### config.mk
export PLATFORM = sky130hd
export DESIGN_NAME = ber_counter_flat
export DESIGN_NICKNAME = d
export VERILOG_FILES = /design/src/rtl/ber_counter_if.sv /design/src/rtl/ber_counter.sv /design/src/flat_wrapper.sv
export SDC_FILE = /design/constraint.sdc
export NUM_CORES = 2
export LEC_CHECK = 0
export CAP_MARGIN = 0
export CORE_MARGIN = 5
export CORE_UTILIZATION = 55
export CTS_BUF_LIST = sky130_fd_sc_hd__clkbuf_8
export DETAILED_ROUTE_END_ITERATION = 10
export PLACE_DENSITY = 0.79
export SETUP_SLACK_MARGIN = 0.15
export SLEW_MARGIN = 20
export SYNTH_ARGS = -nofsm -noshare
export SYNTH_HDL_FRONTEND = slang
export SYNTH_SLANG_ARGS = --single-unit
### constraint.sdc
create_clock -name clk -period 20.3 [get_ports clk]
set_input_delay 2.03 -clock clk [delete_from_list [all_inputs] [get_ports clk]]
set_output_delay 2.03 -clock clk [all_outputs]
set_load 0.1 [all_outputs]
### src/rtl/ber_counter_if.sv
// ber_counter_if
//   Bundles the BER checker's symbol inputs and result outputs.
//   master : drives enable/valid/reference/received bits, reads the results.
//   slave  : the BER checker itself.
// Signals
//   enable, valid                  BER enable level and symbol strobe
//   ref_r, ref_i, rx_r, rx_i       reference and received hard bits
//   bit_count_r/_i, error_count_r/_i  LOG_COUNT_LEN-bit result counters
//   aligned                        high while counting after lock
//   delay_r, delay_i               locked delay per channel
interface ber_counter_if #(
  parameter int DELAY_LEN     = 512,
  parameter int LOG_COUNT_LEN = 64
);
  localparam int DELAY_W = (DELAY_LEN > 1) ? $clog2(DELAY_LEN) : 1;

  logic                     enable;
  logic                     valid;
  logic                     ref_r;
  logic                     ref_i;
  logic                     rx_r;
  logic                     rx_i;
  logic [LOG_COUNT_LEN-1:0] bit_count_r;
  logic [LOG_COUNT_LEN-1:0] bit_count_i;
  logic [LOG_COUNT_LEN-1:0] error_count_r;
  logic [LOG_COUNT_LEN-1:0] error_count_i;
  logic                     aligned;
  logic [DELAY_W-1:0]       delay_r;
  logic [DELAY_W-1:0]       delay_i;

  modport master (
    output enable, valid, ref_r, ref_i, rx_r, rx_i,
    input  bit_count_r, bit_count_i, error_count_r, error_count_i,
    input  aligned, delay_r, delay_i
  );

  modport slave (
    input  enable, valid, ref_r, ref_i, rx_r, rx_i,
    output bit_count_r, bit_count_i, error_count_r, error_count_i,
    output aligned, delay_r, delay_i
  );
endinterface

### src/rtl/ber_counter.sv
// ber_counter
//   QPSK bit-error-rate checker. Finds the channel delay by a minimum-error
//   search over DELAY_LEN candidate delays (SEARCH_WINDOW valid symbols each),
//   then accumulates saturating bit and error counts per channel.
// Ports
//   clk  : single clock
//   rst  : synchronous active-high reset
//   bus  : ber_counter_if.slave (enable, valid, ref/rx bits in; counts,
//          aligned, delay_r/delay_i out). All outputs are registered.
// Build option
//   BER_IM_SEARCH_EN : when defined, the imaginary channel runs its own
//   minimum tracker and locks delay_i independently; otherwise delay_i
//   follows delay_r.
module ber_counter #(
  parameter int DELAY_LEN     = 512,
  parameter int SEARCH_WINDOW = 1024,
  parameter int LOG_COUNT_LEN = 64
) (
  input  logic         clk,
  input  logic         rst,
  ber_counter_if.slave bus
);
  localparam int DELAY_W = (DELAY_LEN > 1) ? $clog2(DELAY_LEN) : 1;
  localparam int WIN_W   = $clog2(SEARCH_WINDOW + 1);
  localparam int HIST_W  = DELAY_LEN - 1;

  localparam logic [1:0] ST_IDLE   = 2'd0;
  localparam logic [1:0] ST_SEARCH = 2'd1;
  localparam logic [1:0] ST_COUNT  = 2'd2;

  localparam logic [DELAY_W-1:0]       D_ZERO    = {DELAY_W{1'b0}};
  localparam logic [DELAY_W-1:0]       LAST_CAND = DELAY_W'(DELAY_LEN - 1);
  localparam logic [WIN_W-1:0]         W_ZERO    = {WIN_W{1'b0}};
  localparam logic [WIN_W-1:0]         LAST_WIN  = WIN_W'(SEARCH_WINDOW - 1);
  localparam logic [LOG_COUNT_LEN-1:0] C_ZERO    = {LOG_COUNT_LEN{1'b0}};
  localparam logic [HIST_W-1:0]        H_ZERO    = {HIST_W{1'b0}};

  // Saturating increment: holds at all-ones instead of wrapping.
  function automatic logic [LOG_COUNT_LEN-1:0] sat_inc(
    input logic [LOG_COUNT_LEN-1:0] val,
    input logic                     inc
  );
    if (inc && (val != {LOG_COUNT_LEN{1'b1}})) begin
      sat_inc = val + LOG_COUNT_LEN'(1);
    end else begin
      sat_inc = val;
    end
  endfunction

  logic [1:0]               state_r;
  logic                     aligned_r;
  logic [HIST_W-1:0]        hist_re_r;
  logic [HIST_W-1:0]        hist_im_r;
  logic [DELAY_LEN-1:0]     tap_re_s;
  logic [DELAY_LEN-1:0]     tap_im_s;
  logic [DELAY_W-1:0]       cand_r;
  logic [WIN_W-1:0]         win_cnt_r;
  logic [WIN_W-1:0]         win_err_re_r;
  logic [WIN_W-1:0]         min_err_re_r;
  logic [DELAY_W-1:0]       best_re_r;
  logic [DELAY_W-1:0]       delay_re_r;
  logic [DELAY_W-1:0]       delay_im_sel_s;
  logic [WIN_W-1:0]         win_err_nxt_re_s;
  logic                     win_last_s;
  logic                     take_re_s;
  logic                     cnt_mis_re_s;
  logic                     cnt_mis_im_s;
  logic [LOG_COUNT_LEN-1:0] bit_cnt_re_r;
  logic [LOG_COUNT_LEN-1:0] bit_cnt_im_r;
  logic [LOG_COUNT_LEN-1:0] err_cnt_re_r;
  logic [LOG_COUNT_LEN-1:0] err_cnt_im_r;

  // Tap vector: tap 0 is the current reference bit, tap d the bit d valids ago.
  always_comb begin
    tap_re_s = {hist_re_r, bus.ref_r};
    tap_im_s = {hist_im_r, bus.ref_i};
  end

  // Search scoring for the current candidate and count-phase mismatches.
  always_comb begin
    win_err_nxt_re_s = win_err_re_r + WIN_W'(bus.rx_r ^ tap_re_s[cand_r]);
    win_last_s       = (win_cnt_r == LAST_WIN);
    // Candidate 0 always seeds the minimum; later ones must be strictly better.
    take_re_s        = (cand_r == D_ZERO) || (win_err_nxt_re_s < min_err_re_r);
    cnt_mis_re_s     = bus.rx_r ^ tap_re_s[delay_re_r];
    cnt_mis_im_s     = bus.rx_i ^ tap_im_s[delay_im_sel_s];
  end

  // Reference delay lines: shift on every valid regardless of FSM state.
  always_ff @(posedge clk) begin
    if (rst) begin
      hist_re_r <= H_ZERO;
      hist_im_r <= H_ZERO;
    end else if (bus.valid) begin
      hist_re_r <= tap_re_s[DELAY_LEN-2:0];
      hist_im_r <= tap_im_s[DELAY_LEN-2:0];
    end
  end

  // Control FSM, real-channel minimum search and the four result counters.
  always_ff @(posedge clk) begin
    if (rst) begin
      state_r      <= ST_IDLE;
      aligned_r    <= 1'b0;
      cand_r       <= D_ZERO;
      win_cnt_r    <= W_ZERO;
      win_err_re_r <= W_ZERO;
      min_err_re_r <= W_ZERO;
      best_re_r    <= D_ZERO;
      delay_re_r   <= D_ZERO;
      bit_cnt_re_r <= C_ZERO;
      bit_cnt_im_r <= C_ZERO;
      err_cnt_re_r <= C_ZERO;
      err_cnt_im_r <= C_ZERO;
    end else begin
      case (state_r)
        ST_IDLE: begin
          aligned_r <= 1'b0;
          // The entry cycle only clears; its valid symbol is not scored.
          if (bus.enable) begin
            state_r      <= ST_SEARCH;
            cand_r       <= D_ZERO;
            win_cnt_r    <= W_ZERO;
            win_err_re_r <= W_ZERO;
            min_err_re_r <= W_ZERO;
            best_re_r    <= D_ZERO;
            bit_cnt_re_r <= C_ZERO;
            bit_cnt_im_r <= C_ZERO;
            err_cnt_re_r <= C_ZERO;
            err_cnt_im_r <= C_ZERO;
          end
        end
        ST_SEARCH: begin
          if (!bus.enable) begin
            state_r   <= ST_IDLE;
            aligned_r <= 1'b0;
          end else if (bus.valid) begin
            if (win_last_s) begin
              win_cnt_r    <= W_ZERO;
              win_err_re_r <= W_ZERO;
              if (take_re_s) begin
                min_err_re_r <= win_err_nxt_re_s;
                best_re_r    <= cand_r;
              end
              if (cand_r == LAST_CAND) begin
                state_r    <= ST_COUNT;
                aligned_r  <= 1'b1;
                delay_re_r <= take_re_s ? cand_r : best_re_r;
              end else begin
                cand_r <= cand_r + DELAY_W'(1);
              end
            end else begin
              win_cnt_r    <= win_cnt_r + WIN_W'(1);
              win_err_re_r <= win_err_nxt_re_s;
            end
          end
        end
        ST_COUNT: begin
          if (!bus.enable) begin
            state_r   <= ST_IDLE;
            aligned_r <= 1'b0;
          end else if (bus.valid) begin
            bit_cnt_re_r <= sat_inc(bit_cnt_re_r, 1'b1);
            bit_cnt_im_r <= sat_inc(bit_cnt_im_r, 1'b1);
            err_cnt_re_r <= sat_inc(err_cnt_re_r, cnt_mis_re_s);
            err_cnt_im_r <= sat_inc(err_cnt_im_r, cnt_mis_im_s);
          end
        end
        default: begin
          state_r   <= ST_IDLE;
          aligned_r <= 1'b0;
        end
      endcase
    end
  end

`ifdef BER_IM_SEARCH_EN
  logic [WIN_W-1:0]   win_err_im_r;
  logic [WIN_W-1:0]   min_err_im_r;
  logic [DELAY_W-1:0] best_im_r;
  logic [DELAY_W-1:0] delay_im_r;
  logic [WIN_W-1:0]   win_err_nxt_im_s;
  logic               take_im_s;

  // Imaginary-channel scoring against the same candidate as the real channel.
  always_comb begin
    win_err_nxt_im_s = win_err_im_r + WIN_W'(bus.rx_i ^ tap_im_s[cand_r]);
    take_im_s        = (cand_r == D_ZERO) || (win_err_nxt_im_s < min_err_im_r);
    delay_im_sel_s   = delay_im_r;
  end

  // Imaginary-channel minimum tracker, stepping in lock with the real one.
  always_ff @(posedge clk) begin
    if (rst) begin
      win_err_im_r <= W_ZERO;
      min_err_im_r <= W_ZERO;
      best_im_r    <= D_ZERO;
      delay_im_r   <= D_ZERO;
    end else if (state_r == ST_IDLE) begin
      if (bus.enable) begin
        win_err_im_r <= W_ZERO;
        min_err_im_r <= W_ZERO;
        best_im_r    <= D_ZERO;
      end
    end else if ((state_r == ST_SEARCH) && bus.enable && bus.valid) begin
      if (win_last_s) begin
        win_err_im_r <= W_ZERO;
        if (take_im_s) begin
          min_err_im_r <= win_err_nxt_im_s;
          best_im_r    <= cand_r;
        end
        if (cand_r == LAST_CAND) begin
          delay_im_r <= take_im_s ? cand_r : best_im_r;
        end
      end else begin
        win_err_im_r <= win_err_nxt_im_s;
      end
    end
  end

  assign bus.delay_i = delay_im_r;
`else
  // Without its own tracker the imaginary channel reuses the real lock.
  always_comb begin
    delay_im_sel_s = delay_re_r;
  end

  assign bus.delay_i = delay_re_r;
`endif

  assign bus.bit_count_r   = bit_cnt_re_r;
  assign bus.bit_count_i   = bit_cnt_im_r;
  assign bus.error_count_r = err_cnt_re_r;
  assign bus.error_count_i = err_cnt_im_r;
  assign bus.aligned       = aligned_r;
  assign bus.delay_r       = delay_re_r;
endmodule
### src/flat_wrapper.sv
// flat-port wrapper written by rule: the top's interface ports become plain ports
module ber_counter_flat 
#(
  parameter int DELAY_LEN     = 512,
  parameter int SEARCH_WINDOW = 1024,
  parameter int LOG_COUNT_LEN = 64
)
  (clk, rst, bus_enable, bus_valid, bus_ref_r, bus_ref_i, bus_rx_r, bus_rx_i, bus_bit_count_r, bus_bit_count_i, bus_error_count_r, bus_error_count_i, bus_aligned, bus_delay_r, bus_delay_i);
  ber_counter_if #(.DELAY_LEN(DELAY_LEN), .LOG_COUNT_LEN(LOG_COUNT_LEN)) bus_i ();
  input  logic clk;
  input  logic rst;
  input wire logic [$bits(bus_i.enable)-1:0] bus_enable;
  input wire logic [$bits(bus_i.valid)-1:0] bus_valid;
  input wire logic [$bits(bus_i.ref_r)-1:0] bus_ref_r;
  input wire logic [$bits(bus_i.ref_i)-1:0] bus_ref_i;
  input wire logic [$bits(bus_i.rx_r)-1:0] bus_rx_r;
  input wire logic [$bits(bus_i.rx_i)-1:0] bus_rx_i;
  output wire logic [$bits(bus_i.bit_count_r)-1:0] bus_bit_count_r;
  output wire logic [$bits(bus_i.bit_count_i)-1:0] bus_bit_count_i;
  output wire logic [$bits(bus_i.error_count_r)-1:0] bus_error_count_r;
  output wire logic [$bits(bus_i.error_count_i)-1:0] bus_error_count_i;
  output wire logic [$bits(bus_i.aligned)-1:0] bus_aligned;
  output wire logic [$bits(bus_i.delay_r)-1:0] bus_delay_r;
  output wire logic [$bits(bus_i.delay_i)-1:0] bus_delay_i;
  assign bus_i.enable = bus_enable;
  assign bus_i.valid = bus_valid;
  assign bus_i.ref_r = bus_ref_r;
  assign bus_i.ref_i = bus_ref_i;
  assign bus_i.rx_r = bus_rx_r;
  assign bus_i.rx_i = bus_rx_i;
  assign bus_bit_count_r = bus_i.bit_count_r;
  assign bus_bit_count_i = bus_i.bit_count_i;
  assign bus_error_count_r = bus_i.error_count_r;
  assign bus_error_count_i = bus_i.error_count_i;
  assign bus_aligned = bus_i.aligned;
  assign bus_delay_r = bus_i.delay_r;
  assign bus_delay_i = bus_i.delay_i;
  ber_counter #(.DELAY_LEN(DELAY_LEN), .SEARCH_WINDOW(SEARCH_WINDOW), .LOG_COUNT_LEN(LOG_COUNT_LEN)) u_core (.clk(clk), .rst(rst), .bus(bus_i));
endmodule
==> results.md <==
- Area Growth Syn to Fin: 12.3%
- Final worst path period share: 43.6%
- Die height: 350 µm
- TritonCTS Buffers: 213
- Worst R2R Start: u_core.cand_r[0]
- Async set-reset flop share out of synthesis: 0%
- Layout net count: 6393
- CTS tree: built
- Final hold violation count: 0
- Crit path to: u_core.best_re_r[5]
- Worst path top cell family by delay: compound AO/OA/AOI/OAI gates
- Yosys reg bits: 1341
- Port Buffer Count: 282
- Critical Path End Type: flip-flop
- Die area: 0.123 mm²
- Max_cap viols: 0
- Slew @ Worst Pin: 1.13 ns
- Post-DR vias/cell: 6.08
- WP data arrival: 9.69 ns
- Largest net degree at the start of global routing: 235
- Row cnt: 125
- Setup crit start: u_core.cand_r[0]
- Clock transition at path regs: 0.06 ns
- Clock latency at the later pin of the worst-skew pair: 0.90 ns
- Setup crit start kind: flip-flop
- Relative slew slack: 24.3%
- CP most frequent cell: a21o_1
- Residual DRC: 0
- Initial core utilization: 55.2%
- Worst slack at placement: 11.46 ns
- Fmax: 113 MHz
- Synthesized Nets: 6304
- CTS root buf: clkbuf_8
- Gr ovfl total: 0
- Crit path max-delay cell type: dfxtp_4
- Routed WL per cell: 19.8 µm
- WL final: 160 mm
- Most frequent cells in the layout: dfxtp_1 (1332), nor2_1 (1289), mux2i_1 (1207)
- Ports: 283
- Number of post-CTS setup repair buffers: 0
- Final Setup Violations: 0
- Leak Pwr: 27.4 nW
- Max Buffers Root-to-Sink: 3
- VDD IR max: 60.5 µV
- Drt initial violations: 3911
- Post_cts resized: 0
- Vias in the first global route: 47252
- Total of warnings raised by yosys: 0
- Outcome: finished, final reports clean
- Layout cell share with drive strength beyond 1: 12.0%
- Final HPWL DP: 102 mm
- WP depth: 23
- Seq/Total Area, Yosys: 42.1%
- CP cell instances: buf_4 > buf_4 > mux2i_1 > o221ai_1 > o22ai_1 > a211oi_1 > a21oi_1 > mux4_2 > mux4_2 > xnor2_1 > ha_1 > xor2_1 > ha_1 > a21o_1 > a21o_1 > a21o_1 > a21o_1 > a21o_1 > a2111oi_0 > o21ai_0 > o211ai_1 > and2_1 > a22o_1
- WP buf/inv: 2
- Mapped Cells: 6276
- Clk sinks: 1341
- Finished Core Util: 61.9%
- Crit Path Max Fanout: 55
- Critical Path RT: 21.14 ns
- RSZ-0062 raised after global routing: false
- Tmin final: 8.85 ns
- Antenna violations before repair: 6
- Via count: 49048
- Synth Area per Inst: 10.2 µm²
- Ys flop type: dfxtp_1
- Final ANT Viol Nets: 0
- Cells on worst reg2reg path: 23
- Layout Skew: 0.0415 ns
- Most common cell after layout, fill and taps aside: dfxtp_1
- Core area: 0.116 mm²
- Hold Path Class: reg2reg
- RD Place Congestion: 0.898
- RR Endpoint: u_core.best_re_r[5]
- Total GRT Usage: 25.0%
- Max H-tree Level: 4
- Crit Path Category: reg2reg
- First-pass GRT wire length: 254 mm
- Die X: 350 µm
- Post-synth EDFFs: 0
- CTS Hold Bufs: 0
- Post-route setup TNS: 0 ns
- Worst path max stage delay: 0.89 ns
- Synth Cell Area: 0.0637 mm²
- Reg2Reg Setup Slack: 11.45 ns
- First-pass DRT Iterations: 9
- Pwr dens: 73.0 mW/mm²
- Power Total: 5.23 mW
- Final setup margin: 11.45 ns
- Max-slew violation count: 0
- Synth cell types: 85
==> worst register-to-register path, delay by kind of cell, from the launching register on <==
kind	cells	cell delay [ns]
AO/OA/AOI/OAI	13	3.37
buffers and inverters	2	1.53
multiplexers	3	1.28
flip-flops	1	0.89
AND/OR/NAND/NOR	1	0.70
adder cells (fa/ha/maj)	2	0.54
XOR/XNOR	2	0.48
==> state kept, by name, indices dropped and copies added, names as in the netlist <==
name and cells:
u_core.best_re_r 9, u_core.hist_re_r 511, u_core.bus.delay_i 9, u_core.bus.bit_count_i 64, u_core.win_err_re_r 11, u_core.win_cnt_r 11
u_core.bus.bit_count_r 64, u_core.state_r 2, u_core.min_err_re_r 11, u_core.bus.error_count_i 64, u_core.hist_im_r 511, u_core.cand_r 9
u_core.bus.error_count_r 64, u_core.bus.aligned 1
==> per-layer routing <==
metal / global-route usage, % / up-vias / wire length (µm)
met5: 0 / - / 28
met4: 11.2 / 4 / 6680
met3: 5.05 / 404 / 12200
met2: 40.6 / 1835 / 74000
met1: 32.6 / 23903 / 66700
li1: - / 22902 / -
==> layout make-up <==
cell class,count,area [µm²]
antenna,4,10.0
clock buffer,275,3780
clock inverter,115,782
fill,9112,44000
inverter,59,221
multi-input combinational,4399,34500
sequential,1341,26900
tap,1524,1910
timing repair buffer,351,3470
==> how the worst min path moves through the flow <==
stage	startpoint	end	slack [ns]	depth (start not counted)
finish	u_core.min_err_re_r[9]	u_core.min_err_re_r[9]	0.49	1
global route	u_core.min_err_re_r[9]	u_core.min_err_re_r[9]	0.49	1
CTS	u_core.win_cnt_r[10]	u_core.win_cnt_r[10]	0.48	1
detailed placement	u_core.min_err_re_r[9]	u_core.min_err_re_r[9]	0.46	1
global placement	u_core.best_re_r[8]	u_core.best_re_r[8]	0.46	1
floorplan	u_core.best_re_r[2]	u_core.best_re_r[2]	0.44	1
==> where the power goes <==
part           total, mW  internal, mW  switching [mW]  leakage [nW]
Clock               2.42          1.31            1.10          2.61
Sequential          2.63          2.63         0.00174          10.8
Combinational      0.176        0.0579           0.118          13.9
Total               5.23          4.00            1.22          27.4
==> cell usage after synthesis, types with 49 or more instances <==
master,number,area [µm²]
xor2_1,71,622
a22oi_1,54,405
clkbuf_1,275,1030
nand3_1,139,696
inv_1,56,210
nand2_1,218,818
mux4_2,324,7300
a21oi_1,137,686
nand4_1,65,407
xnor2_1,57,499
o221ai_1,49,429
dfxtp_1,1341,26800
buf_1,102,383
mux2i_1,1207,12100
nor2_1,1290,4840
o21ai_0,145,726
and3_1,65,407
==> cells by family (layout without fill, tap and decap cells) <==
kind of cell / after synthesis / in the layout / share of synthesized area (%)
AND/OR/NAND/NOR: 2029 / 2029 / 13.9
multiplexers: 1558 / 1558 / 31.2
flip-flops: 1341 / 1341 / 42.1
AO/OA/AOI/OAI: 664 / 664 / 6.85
buffers and inverters: 536 / 800 / 3.78
XOR/XNOR: 128 / 128 / 1.76
adder cells (fa/ha/maj): 20 / 20 / 0.393
other: 0 / 4 / 0
==> metrics by stage <==
stage / std cells / cell area, µm² / hold WS, ns
5_1_grt: 8066 / 71600 / 0.493
3_3_place_gp: 7672 / 67000 / 0.460
4_1_cts: 8062 / 71500 / 0.481
6_report: 8068 / 71600 / 0.487
2_1_floorplan: 6276 / 63700 / 0.442
3_5_place_dp: 7672 / 67000 / 0.464
No activity file was read; power rests on OpenSTA's default activity.
